--- src/rtl/trap_ctrl_pkg.sv ---
// Shared definitions for the trap controller: widths, CSR addresses,
// mstatus bit positions, FSM state encodings and mstatus update helpers.
// Optional feature macro: TRAP_VECTORED_EN (see trap_ctrl.sv).
package trap_ctrl_pkg;

  localparam int CSR_ADDR_WIDTH = 12;
  localparam int DATA_WIDTH     = 32;

  localparam logic [CSR_ADDR_WIDTH-1:0] CSR_MSTATUS  = 12'h300;
  localparam logic [CSR_ADDR_WIDTH-1:0] CSR_MTVEC    = 12'h305;
  localparam logic [CSR_ADDR_WIDTH-1:0] CSR_MSCRATCH = 12'h340;
  localparam logic [CSR_ADDR_WIDTH-1:0] CSR_MEPC     = 12'h341;
  localparam logic [CSR_ADDR_WIDTH-1:0] CSR_MCAUSE   = 12'h342;
  localparam logic [CSR_ADDR_WIDTH-1:0] CSR_MTVAL    = 12'h343;

  localparam int MSTATUS_MIE    = 3;
  localparam int MSTATUS_MPIE   = 7;
  localparam int MSTATUS_MPP_LO = 11;
  localparam int MSTATUS_MPP_HI = 12;

  typedef enum logic [3:0] {
    IDLE      = 4'd0,
    T_MEPC    = 4'd1,
    T_MCAUSE  = 4'd2,
    T_MTVAL   = 4'd3,
    T_MSTATUS = 4'd4,
    T_JUMP    = 4'd5,
    R_RD      = 4'd6,
    R_WR      = 4'd7,
    R_JUMP    = 4'd8
  } state_t;

  // Trap entry: stash MIE in MPIE, disable interrupts, previous mode = M.
  function automatic logic [DATA_WIDTH-1:0] trap_mstatus(input logic [DATA_WIDTH-1:0] s);
    logic [DATA_WIDTH-1:0] r;
    r = s;
    r[MSTATUS_MPIE] = s[MSTATUS_MIE];
    r[MSTATUS_MIE] = 1'b0;
    r[MSTATUS_MPP_HI:MSTATUS_MPP_LO] = 2'b11;
    return r;
  endfunction

  // MRET: restore MIE from MPIE, set MPIE, previous mode stays M.
  function automatic logic [DATA_WIDTH-1:0] mret_mstatus(input logic [DATA_WIDTH-1:0] s);
    logic [DATA_WIDTH-1:0] r;
    r = s;
    r[MSTATUS_MIE] = s[MSTATUS_MPIE];
    r[MSTATUS_MPIE] = 1'b1;
    r[MSTATUS_MPP_HI:MSTATUS_MPP_LO] = 2'b11;
    return r;
  endfunction

endpackage

--- src/rtl/trap_ctrl.sv ---
// Trap/MRET sequencer. In IDLE it passes the pipeline CSR read port and the
// WB write port straight through to the CSR file; while sequencing a trap or
// MRET it owns both ports, stalls the pipeline and finally redirects the PC.
// Optional feature macro: TRAP_VECTORED_EN enables vectored interrupt
// dispatch when mtvec mode bits are 01.
module trap_ctrl
  import trap_ctrl_pkg::*;
(
  input  logic                      clk_i,
  input  logic                      rst_i,
  input  logic                      exc_valid_i,
  input  logic [DATA_WIDTH-1:0]     exc_cause_i,
  input  logic [DATA_WIDTH-1:0]     exc_pc_i,
  input  logic [DATA_WIDTH-1:0]     exc_tval_i,
  input  logic                      mret_i,
  input  logic [CSR_ADDR_WIDTH-1:0] exe_raddr_i,
  output logic [DATA_WIDTH-1:0]     exe_rdata_o,
  input  logic                      wb_we_i,
  input  logic [CSR_ADDR_WIDTH-1:0] wb_waddr_i,
  input  logic [DATA_WIDTH-1:0]     wb_wdata_i,
  output logic                      wb_ready_o,
  output logic [CSR_ADDR_WIDTH-1:0] csr_raddr_o,
  input  logic [DATA_WIDTH-1:0]     csr_rdata_i,
  output logic                      csr_we_o,
  output logic [CSR_ADDR_WIDTH-1:0] csr_waddr_o,
  output logic [DATA_WIDTH-1:0]     csr_wdata_o,
  output logic                      busy_o,
  output logic                      redirect_valid_o,
  output logic [DATA_WIDTH-1:0]     redirect_pc_o
);

  state_t                state_q, state_d;
  logic [DATA_WIDTH-1:0] pc_q, cause_q, tval_q, mstatus_q;
  logic [DATA_WIDTH-1:0] mtvec_base;
  logic [DATA_WIDTH-1:0] trap_target;

  // State register plus the trap context and mstatus snapshot latches.
  always_ff @(posedge clk_i) begin
    if (rst_i) begin
      state_q   <= IDLE;
      pc_q      <= '0;
      cause_q   <= '0;
      tval_q    <= '0;
      mstatus_q <= '0;
    end else begin
      state_q <= state_d;
      if (state_q == IDLE && exc_valid_i) begin
        pc_q    <= exc_pc_i;
        cause_q <= exc_cause_i;
        tval_q  <= exc_tval_i;
      end
      if (state_q == T_MTVAL || state_q == R_RD) begin
        mstatus_q <= csr_rdata_i;
      end
    end
  end

  // Next-state sequencing; a trap request beats a simultaneous MRET.
  always_comb begin
    state_d = state_q;
    case (state_q)
      IDLE: begin
        if (exc_valid_i)  state_d = T_MEPC;
        else if (mret_i)  state_d = R_RD;
      end
      T_MEPC:    state_d = T_MCAUSE;
      T_MCAUSE:  state_d = T_MTVAL;
      T_MTVAL:   state_d = T_MSTATUS;
      T_MSTATUS: state_d = T_JUMP;
      T_JUMP:    state_d = IDLE;
      R_RD:      state_d = R_WR;
      R_WR:      state_d = R_JUMP;
      R_JUMP:    state_d = IDLE;
      default:   state_d = IDLE;
    endcase
  end

  // Trap target from mtvec as currently read back from the CSR file.
  always_comb begin
    mtvec_base  = {csr_rdata_i[DATA_WIDTH-1:2], 2'b00};
    trap_target = mtvec_base;
`ifdef TRAP_VECTORED_EN
    if (csr_rdata_i[1:0] == 2'b01 && cause_q[DATA_WIDTH-1]) begin
      trap_target = mtvec_base + {24'd0, cause_q[5:0], 2'b00};
    end
`endif
  end

  // Port ownership and per-state CSR accesses; reset forces the IDLE view.
  always_comb begin
    busy_o           = 1'b0;
    wb_ready_o       = 1'b0;
    exe_rdata_o      = '0;
    csr_raddr_o      = CSR_MSTATUS;
    csr_we_o         = 1'b0;
    csr_waddr_o      = '0;
    csr_wdata_o      = '0;
    redirect_valid_o = 1'b0;
    redirect_pc_o    = '0;
    if (rst_i || state_q == IDLE) begin
      wb_ready_o  = 1'b1;
      csr_raddr_o = exe_raddr_i;
      exe_rdata_o = csr_rdata_i;
      csr_we_o    = wb_we_i;
      csr_waddr_o = wb_waddr_i;
      csr_wdata_o = wb_wdata_i;
    end else begin
      busy_o = 1'b1;
      case (state_q)
        T_MEPC: begin
          csr_we_o    = 1'b1;
          csr_waddr_o = CSR_MEPC;
          csr_wdata_o = pc_q & ~32'h3;
        end
        T_MCAUSE: begin
          csr_we_o    = 1'b1;
          csr_waddr_o = CSR_MCAUSE;
          csr_wdata_o = cause_q;
        end
        T_MTVAL: begin
          csr_raddr_o = CSR_MSTATUS;
          csr_we_o    = 1'b1;
          csr_waddr_o = CSR_MTVAL;
          csr_wdata_o = tval_q;
        end
        T_MSTATUS: begin
          csr_raddr_o = CSR_MTVEC;
          csr_we_o    = 1'b1;
          csr_waddr_o = CSR_MSTATUS;
          csr_wdata_o = trap_mstatus(mstatus_q);
        end
        T_JUMP: begin
          csr_raddr_o      = CSR_MTVEC;
          redirect_valid_o = 1'b1;
          redirect_pc_o    = trap_target;
        end
        R_RD: begin
          csr_raddr_o = CSR_MSTATUS;
        end
        R_WR: begin
          csr_raddr_o = CSR_MEPC;
          csr_we_o    = 1'b1;
          csr_waddr_o = CSR_MSTATUS;
          csr_wdata_o = mret_mstatus(mstatus_q);
        end
        R_JUMP: begin
          csr_raddr_o      = CSR_MEPC;
          redirect_valid_o = 1'b1;
          redirect_pc_o    = csr_rdata_i;
        end
        default: begin
          busy_o = 1'b1;
        end
      endcase
    end
  end

endmodule
--- config.mk ---
export PLATFORM = sky130hd
export DESIGN_NAME = trap_ctrl
export DESIGN_NICKNAME = d
export VERILOG_FILES = /design/src/rtl/trap_ctrl_pkg.sv /design/src/rtl/trap_ctrl.sv
export SDC_FILE = /design/constraint.sdc
export NUM_CORES = 1
export LEC_CHECK = 0
export BUFFER_PORTS_ARGS = -buffer_cell sky130_fd_sc_hd__buf_2
export CAP_MARGIN = 20
export CORE_UTILIZATION = 41
export CTS_CLUSTER_SIZE = 16
export DETAILED_ROUTE_END_ITERATION = 10
export HOLD_SLACK_MARGIN = 0.02
export PLACE_DENSITY_LB_ADDON = 0.2
export SLEW_MARGIN = 20
export SYNTH_ARGS = -nofsm -noshare
export SYNTH_HDL_FRONTEND = slang
export SYNTH_SLANG_ARGS = --single-unit
--- constraint.sdc ---
create_clock -name clk_i -period 2.7 [get_ports clk_i]
set_input_delay 0.54 -clock clk_i [delete_from_list [all_inputs] [get_ports clk_i]]
set_output_delay 0.54 -clock clk_i [all_outputs]
set_load 0.005 [all_outputs]
==> results.json, run 1 <==
{
  "status": "complete, no violations",
  "grt_pass1_vias": 6309,
  "combPwrFrac_pct": 25.9,
  "reg2reg_to": "tval_q[31]",
  "finalSetupViolations": 0,
  "postLayoutCoreUtil_pct": 59.6,
  "rrSetupSlack_ns": 0.54,
  "synth_cells": 863,
  "grt_usage_pct": 26.8,
  "cts_hold_buf": 0,
  "finalMaxSlewViolations": 0,
  "vias": 7109,
  "drt_first_pass_iters": 6,
  "die_x_um": 127,
  "clk_pin_slew_ns": 0.06,
  "cts_max_path_buffers": 2,
  "hp-class": "in2reg",
  "io_buffers": 310,
  "htreeDepth": 4,
  "die_y_um": 127,
  "clock_power_share_pct": 39.2,
  "syn-num-nets": 1052,
  "seqPwrFrac_pct": 35.0,
  "worstHoldStart": "exc_cause_i[25]",
  "synth_compound_area_share_pct": 20.3,
  "area_delta_synth_final_pct": 41.4,
  "setup_slack_ns": 0.0819,
  "wl_per_cell_um": 16.5,
  "grt_max_degree": 74,
  "yosys_warnings": 0,
  "synth_edf_count": 0,
  "syn_area_per_cell_sq_um": 7.42,
  "timing.fmax_mhz": 382,
  "clock-root-buffer": "clkbuf_16",
  "cts_sinks": 128,
  "start_util_pct": 42.1,
  "cts_made_buffers": 17,
  "vias_per_cell": 5.18,
  "synth_top_family_by_area": "simple AND/OR/NAND/NOR gates",
  "synth_mux_area_share_pct": 5.39,
  "arrival_ns": 2.08,
  "cts_tree": "built",
  "vdd_ir_drop_max_mv": 0.502,
  "hold_end": "cause_q[25]",
  "fill_cells": 1444,
  "worst_pin_slew_ns": 0.773,
  "antenna_found_initial": 1,
  "fp.coreArea_sq_mm": 0.0152,
  "async_flop_share_pct": 0,
  "fin_skew_ns": 0.00600,
  "timing.setup.tns_ns": 0,
  "ys_ff_latch": 128,
  "ys_seq_area_share_pct": 40.0,
  "synth_ff_type": "dfxtp_1",
  "worstPathRequired_ns": 2.16,
  "p_int_mw": 4.30,
  "ios": 313,
  "relSlewSlack_pct": 48.5,
  "min_path_cells": 3,
  "leakage_nw": 4.09,
  "yosys.area_share.simple_pct": 28.0,
  "place.detailed.hpwl_um": 15400,
  "rows": 45,
  "fin_crit_ns": 2.62,
  "grt_overflow_total": 0,
  "die_area_sq_mm": 0.0161,
  "syn-cell-area_sq_mm": 0.00641,
  "power.density_mw_per_mm2": 676,
  "maxCapViolations": 0,
  "ant_nets": 0,
  "synth_cell_types": 41,
  "yosys.area_share.adder_pct": 0,
  "clock_latency_ns": 0.42,
  "drc": 0,
  "drt_iter0_drc": 492,
  "r2r_cells": 7,
  "r2r-start": "state_q[3]",
  "drive_above_1_share_pct": 37.3,
  "setup.worst_path.start_class": "register",
  "final_cell_mix": "buf_2, nand2_1, a21oi_1, dfxtp_1, and2_1",
  "swShare_pct": 29.8,
  "fin_crit_sh_pct": 97.0,
  "gp_congestion": 0.819,
  "place_ws_ns": 0.162,
  "cp_max_fo": 7,
  "end_kind": "output port",
  "nets": 1360,
  "grt_pass1_wl_um": 33000,
  "worstSetupPathType": "reg2out",
  "synth-xor-area-share_pct": 0.391,
  "p_sw_mw": 1.83,
  "layout_commonest_cell": "buf_2",
  "finalHoldViolCount": 0,
  "routed_wirelength_um": 22600,
  "worst_hold_slack_ns": 0.346
}
-- synth_stat cells (2+ instances only) --
library cell | count | area, sq um
o31ai_1 | 2 | 15.0
a21oi_1 | 131 | 656
a2111oi_0 | 2 | 17.5
o22ai_1 | 2 | 12.5
dfxtp_1 | 128 | 2560
o21ai_0 | 11 | 55.1
nor3_1 | 4 | 20.0
mux2i_1 | 3 | 30.0
mux2_2 | 28 | 315
o21ai_1 | 22 | 110
inv_1 | 5 | 18.8
a22oi_1 | 7 | 52.6
o221ai_1 | 3 | 26.3
buf_2 | 23 | 115
buf_4 | 12 | 90.1
a22o_1 | 5 | 43.8
clkbuf_1 | 39 | 146
a222oi_1 | 24 | 240
nor2b_1 | 7 | 43.8
and3_1 | 3 | 18.8
and2_1 | 77 | 482
nand2_1 | 287 | 1080
nand3_1 | 3 | 15.0
nor3_2 | 2 | 20.0
nor2_1 | 9 | 33.8
buf_1 | 2 | 7.51
nand2b_1 | 7 | 43.8
a21o_1 | 2 | 15.0
-- per-layer routing --
| metal | global-route usage [%] | vias up | share of wire (%) |
|---|---|---|---|
| met5 | 0 | - | 0 |
| li1 | - | 3533 | - |
| met1 | 33.6 | 3290 | 43 |
| met3 | 6.66 | 21 | 7.0 |
| met4 | 7.84 | 0 | 1.4 |
| met2 | 45.4 | 265 | 49 |
-- cell type report --
type	instances	area, sq um	share of cell area (%)
Clock inverter	11	164	1.81
Antenna cell	1	2.50	0.0276
Tap cell	188	235	2.60
Multi-Input combinational cell	656	3570	39.4
Timing Repair Buffer	363	2050	22.6
Sequential cell	128	2570	28.4
Inverter	5	18.8	0.207
Clock buffer	20	447	4.93
-- per-stage QoR --
step | total power [mW] | cell area, sq um | cells
2_1_floorplan | 3.01 | 6410 | 863
3_3_place_gp | 3.64 | 8240 | 1324
3_5_place_dp | 3.67 | 8270 | 1326
4_1_cts | 6.08 | 8930 | 1361
5_1_grt | 6.43 | 9060 | 1372
6_report | 6.13 | 9060 | 1372
-- state kept, by name (all words and copies together) (netlist names) --
register and count:
cause_q 32, tval_q 32, mstatus_q 30, pc_q 30, state_q 4
-- how the worst max path moves through the flow --
stage                     from                 to  slack (ns)
floorplan           state_q[1]    csr_wdata_o[10]        0.63
global placement    state_q[3]  redirect_pc_o[28]        0.09
detailed placement  state_q[3]    csr_wdata_o[26]        0.16
CTS                 state_q[1]    csr_wdata_o[21]        0.01
global route        state_q[0]    csr_wdata_o[21]     -0.0006
finish              state_q[0]    csr_wdata_o[22]        0.08
-- critical path: stages, from the launching register on --
cell      delay (ns)
dfxtp_1         0.31
buf_4           0.17
nor2b_1         0.16
buf_4           0.15
and2_1          0.21
a222oi_1        0.43
o21ai_1         0.09
buf_2           0.13
-- power groups by stage --
stage          Sequential (mW)  Combinational [mW]  Clock, mW
2_1_floorplan             2.14               0.866          0
3_3_place_gp              2.17                1.47          0
3_5_place_dp              2.18                1.49          0
4_1_cts                   2.14                1.51       2.43
5_1_grt                   2.16                1.74       2.53
6_report                  2.14                1.58       2.40
-- kinds of logic after synthesis --
logic type             after synthesis
AND/OR/NAND/NOR                    404
multiplexers                        31
XOR/XNOR                             2
buffers and inverters               81
flip-flops                         128
AO/OA/AOI/OAI                      217
-- repair_timing --
item | 4_1_cts | 5_1_grt
pin swaps | 2 | 5
buffers inserted | 4 | 8
gates resized for setup | 7 | 14
setup endpoints to repair | 117 | 47
cloned | 0 | 2
Note: power is estimated with default switching activity, not from simulation.
==> run 2: changes to the inputs <==
--- a/config.mk
+++ b/config.mk
@@ -10,6 +10,7 @@
 export CORE_UTILIZATION = 41
 export CTS_CLUSTER_SIZE = 16
 export DETAILED_ROUTE_END_ITERATION = 10
+export GPL_TIMING_DRIVEN = 0
 export HOLD_SLACK_MARGIN = 0.02
 export PLACE_DENSITY_LB_ADDON = 0.2
 export SLEW_MARGIN = 20
==> results.json, run 2 (synthesis gave the netlist of run 1 again) <==
{
  "wl_per_cell_um": 17.7,
  "clock_latency_ns": 0.42,
  "fin_skew_ns": 0.00670,
  "fp.coreArea_sq_mm": 0.0152,
  "relSlewSlack_pct": 56.7,
  "routed_wirelength_um": 24800,
  "status": "complete, but fails checks",
  "die_area_sq_mm": 0.0161,
  "rrSetupSlack_ns": 0.88,
  "end_kind": "output port",
  "postLayoutCoreUtil_pct": 59.0,
  "arrival_ns": 2.17,
  "place.detailed.hpwl_um": 18300,
  "finalSetupViolations": 1,
  "finalHoldViolCount": 0,
  "worstPathRequired_ns": 2.16,
  "drc": 0,
  "grt_pass1_vias": 6801,
  "setup.worst_path.start_class": "register",
  "maxCapViolations": 0,
  "stdcell_count": 1398,
  "start_util_pct": 42.1,
  "antenna_cells": 0,
  "r2r-start": "state_q[2]",
  "cts_max_path_buffers": 2,
  "reg2reg_to": "tval_q[29]",
  "rows": 45,
  "critical_path.max_stage_delay_ns": 0.47,
  "clk_pin_slew_ns": 0.06,
  "path_buf_inv": 2,
  "gp_congestion": 0.871,
  "die_x_um": 127,
  "drt_first_pass_iters": 6,
  "placed_cells": 1361,
  "drt_iter0_drc": 631,
  "fin_crit_sh_pct": 100,
  "ios": 313,
  "layout_commonest_cell": "buf_2",
  "violations": "negative setup slack",
  "hp-class": "in2reg",
  "cp_max_fo": 10,
  "slowest_stage": "a222oi_1",
  "timing.fmax_mhz": 369,
  "finalMaxSlewViolations": 0,
  "grt_pass1_wl_um": 36700,
  "grt_usage_pct": 30.3,
  "vias_per_cell": 5.36,
  "drive_above_1_share_pct": 35.8,
  "htreeDepth": 4,
  "leakage_nw": 4.06,
  "die_y_um": 127,
  "power.density_mw_per_mm2": 663,
  "cp-startpoint": "state_q[1]",
  "grt_overflow_total": 0,
  "cts_tree": "built",
  "worst_pin_slew_ns": 0.649,
  "cts_sinks": 128,
  "final_cell_mix": "buf_2, nand2_1, a21oi_1, dfxtp_1, and2_1",
  "ant_nets": 0,
  "vdd_ir_drop_max_mv": 0.501,
  "rsz0062_at_grt": "yes",
  "fin_crit_ns": 2.71,
  "top_regs": "cause_q: 32 flops, tval_q: 32 flops",
  "clock-root-buffer": "clkbuf_16",
  "cts_made_buffers": 17,
  "area_delta_synth_final_pct": 40.0,
  "vias": 7489,
  "grt_max_degree": 17,
  "path_delay_family": "compound AO/OA/AOI/OAI gates",
  "io_buffers": 310,
  "path_cells": "xor2_2, nor2_4, clkbuf_4, a222oi_1, o21ai_1, buf_2",
  "r2r_cells": 7,
  "nets": 1388,
  "min_path_cells": 3,
  "worstHoldStart": "exc_tval_i[4]",
  "setup_slack_ns": -0.00696,
  "antenna_found_initial": 1,
  "worstSetupPathType": "reg2out",
  "hold_end": "tval_q[4]"
}
run 2: layout make-up:
cell class,count,area (sq um)
Inverter,5,18.8
Tap cell,188,235
Clock buffer,23,458
Timing Repair Buffer,317,1600
Fill cell,1512,6230
Sequential cell,128,2570
Buffer,76,482
Clock inverter,7,87.6
Multi-Input combinational cell,654,3510
run 2: tightest hold or removal path: cells and delay by family:
kind / cells / cell delay (ns)
buf+inv: 1 / 0.09
simple gates: 1 / 0.04
compound gates: 1 / 0.05
run 2: metrics by stage:
stage	total power, mW	TNS (ns)	hold slack, ns	cell area (sq um)	setup WS (ns)
6_report	5.94	-0.00696	0.356	8970	-0.00696
5_1_grt	6.19	-0.159	0.351	8970	-0.0487
4_1_cts	5.88	-0.00538	0.346	8850	-0.00393
3_5_place_dp	3.68	0	0.445	8190	0.0297
3_3_place_gp	3.66	0	0.439	8190	0.0611
2_1_floorplan	3.01	0	0.432	6410	0.633
run 2: worst max path at each step:
stage	to	cells after the start
floorplan	csr_wdata_o[10]	5
global placement	csr_wdata_o[14]	7
detailed placement	csr_wdata_o[10]	7
CTS	csr_wdata_o[31]	6
global route	csr_wdata_o[21]	6
finish	csr_wdata_o[10]	6
run 2: repair_timing:
action / CTS / global route
gates resized for setup: 36 / 36
hold buffers: 0 / 0
buffers inserted: 3 / 4
pin swaps: 5 / 7
endpoints found under the setup margin: 83 / 88
run 2: where the power goes:
group,switching (mW),total (mW),internal (mW)
Sequential,0.0932,2.14,2.05
Combinational,0.941,1.62,0.674
Clock,0.820,2.18,1.36
run 2: layer usage:
| layer | up-vias | routed length [um] | track usage (%) |
|---|---|---|---|
| met1 | 3501 | 10400 | 37.8 |
| met3 | 45 | 1740 | 6.07 |
| met4 | 2 | 633 | 11.4 |
| met5 | - | 11 | 0 |
| li1 | 3590 | - | - |
| met2 | 351 | 12000 | 51.6 |
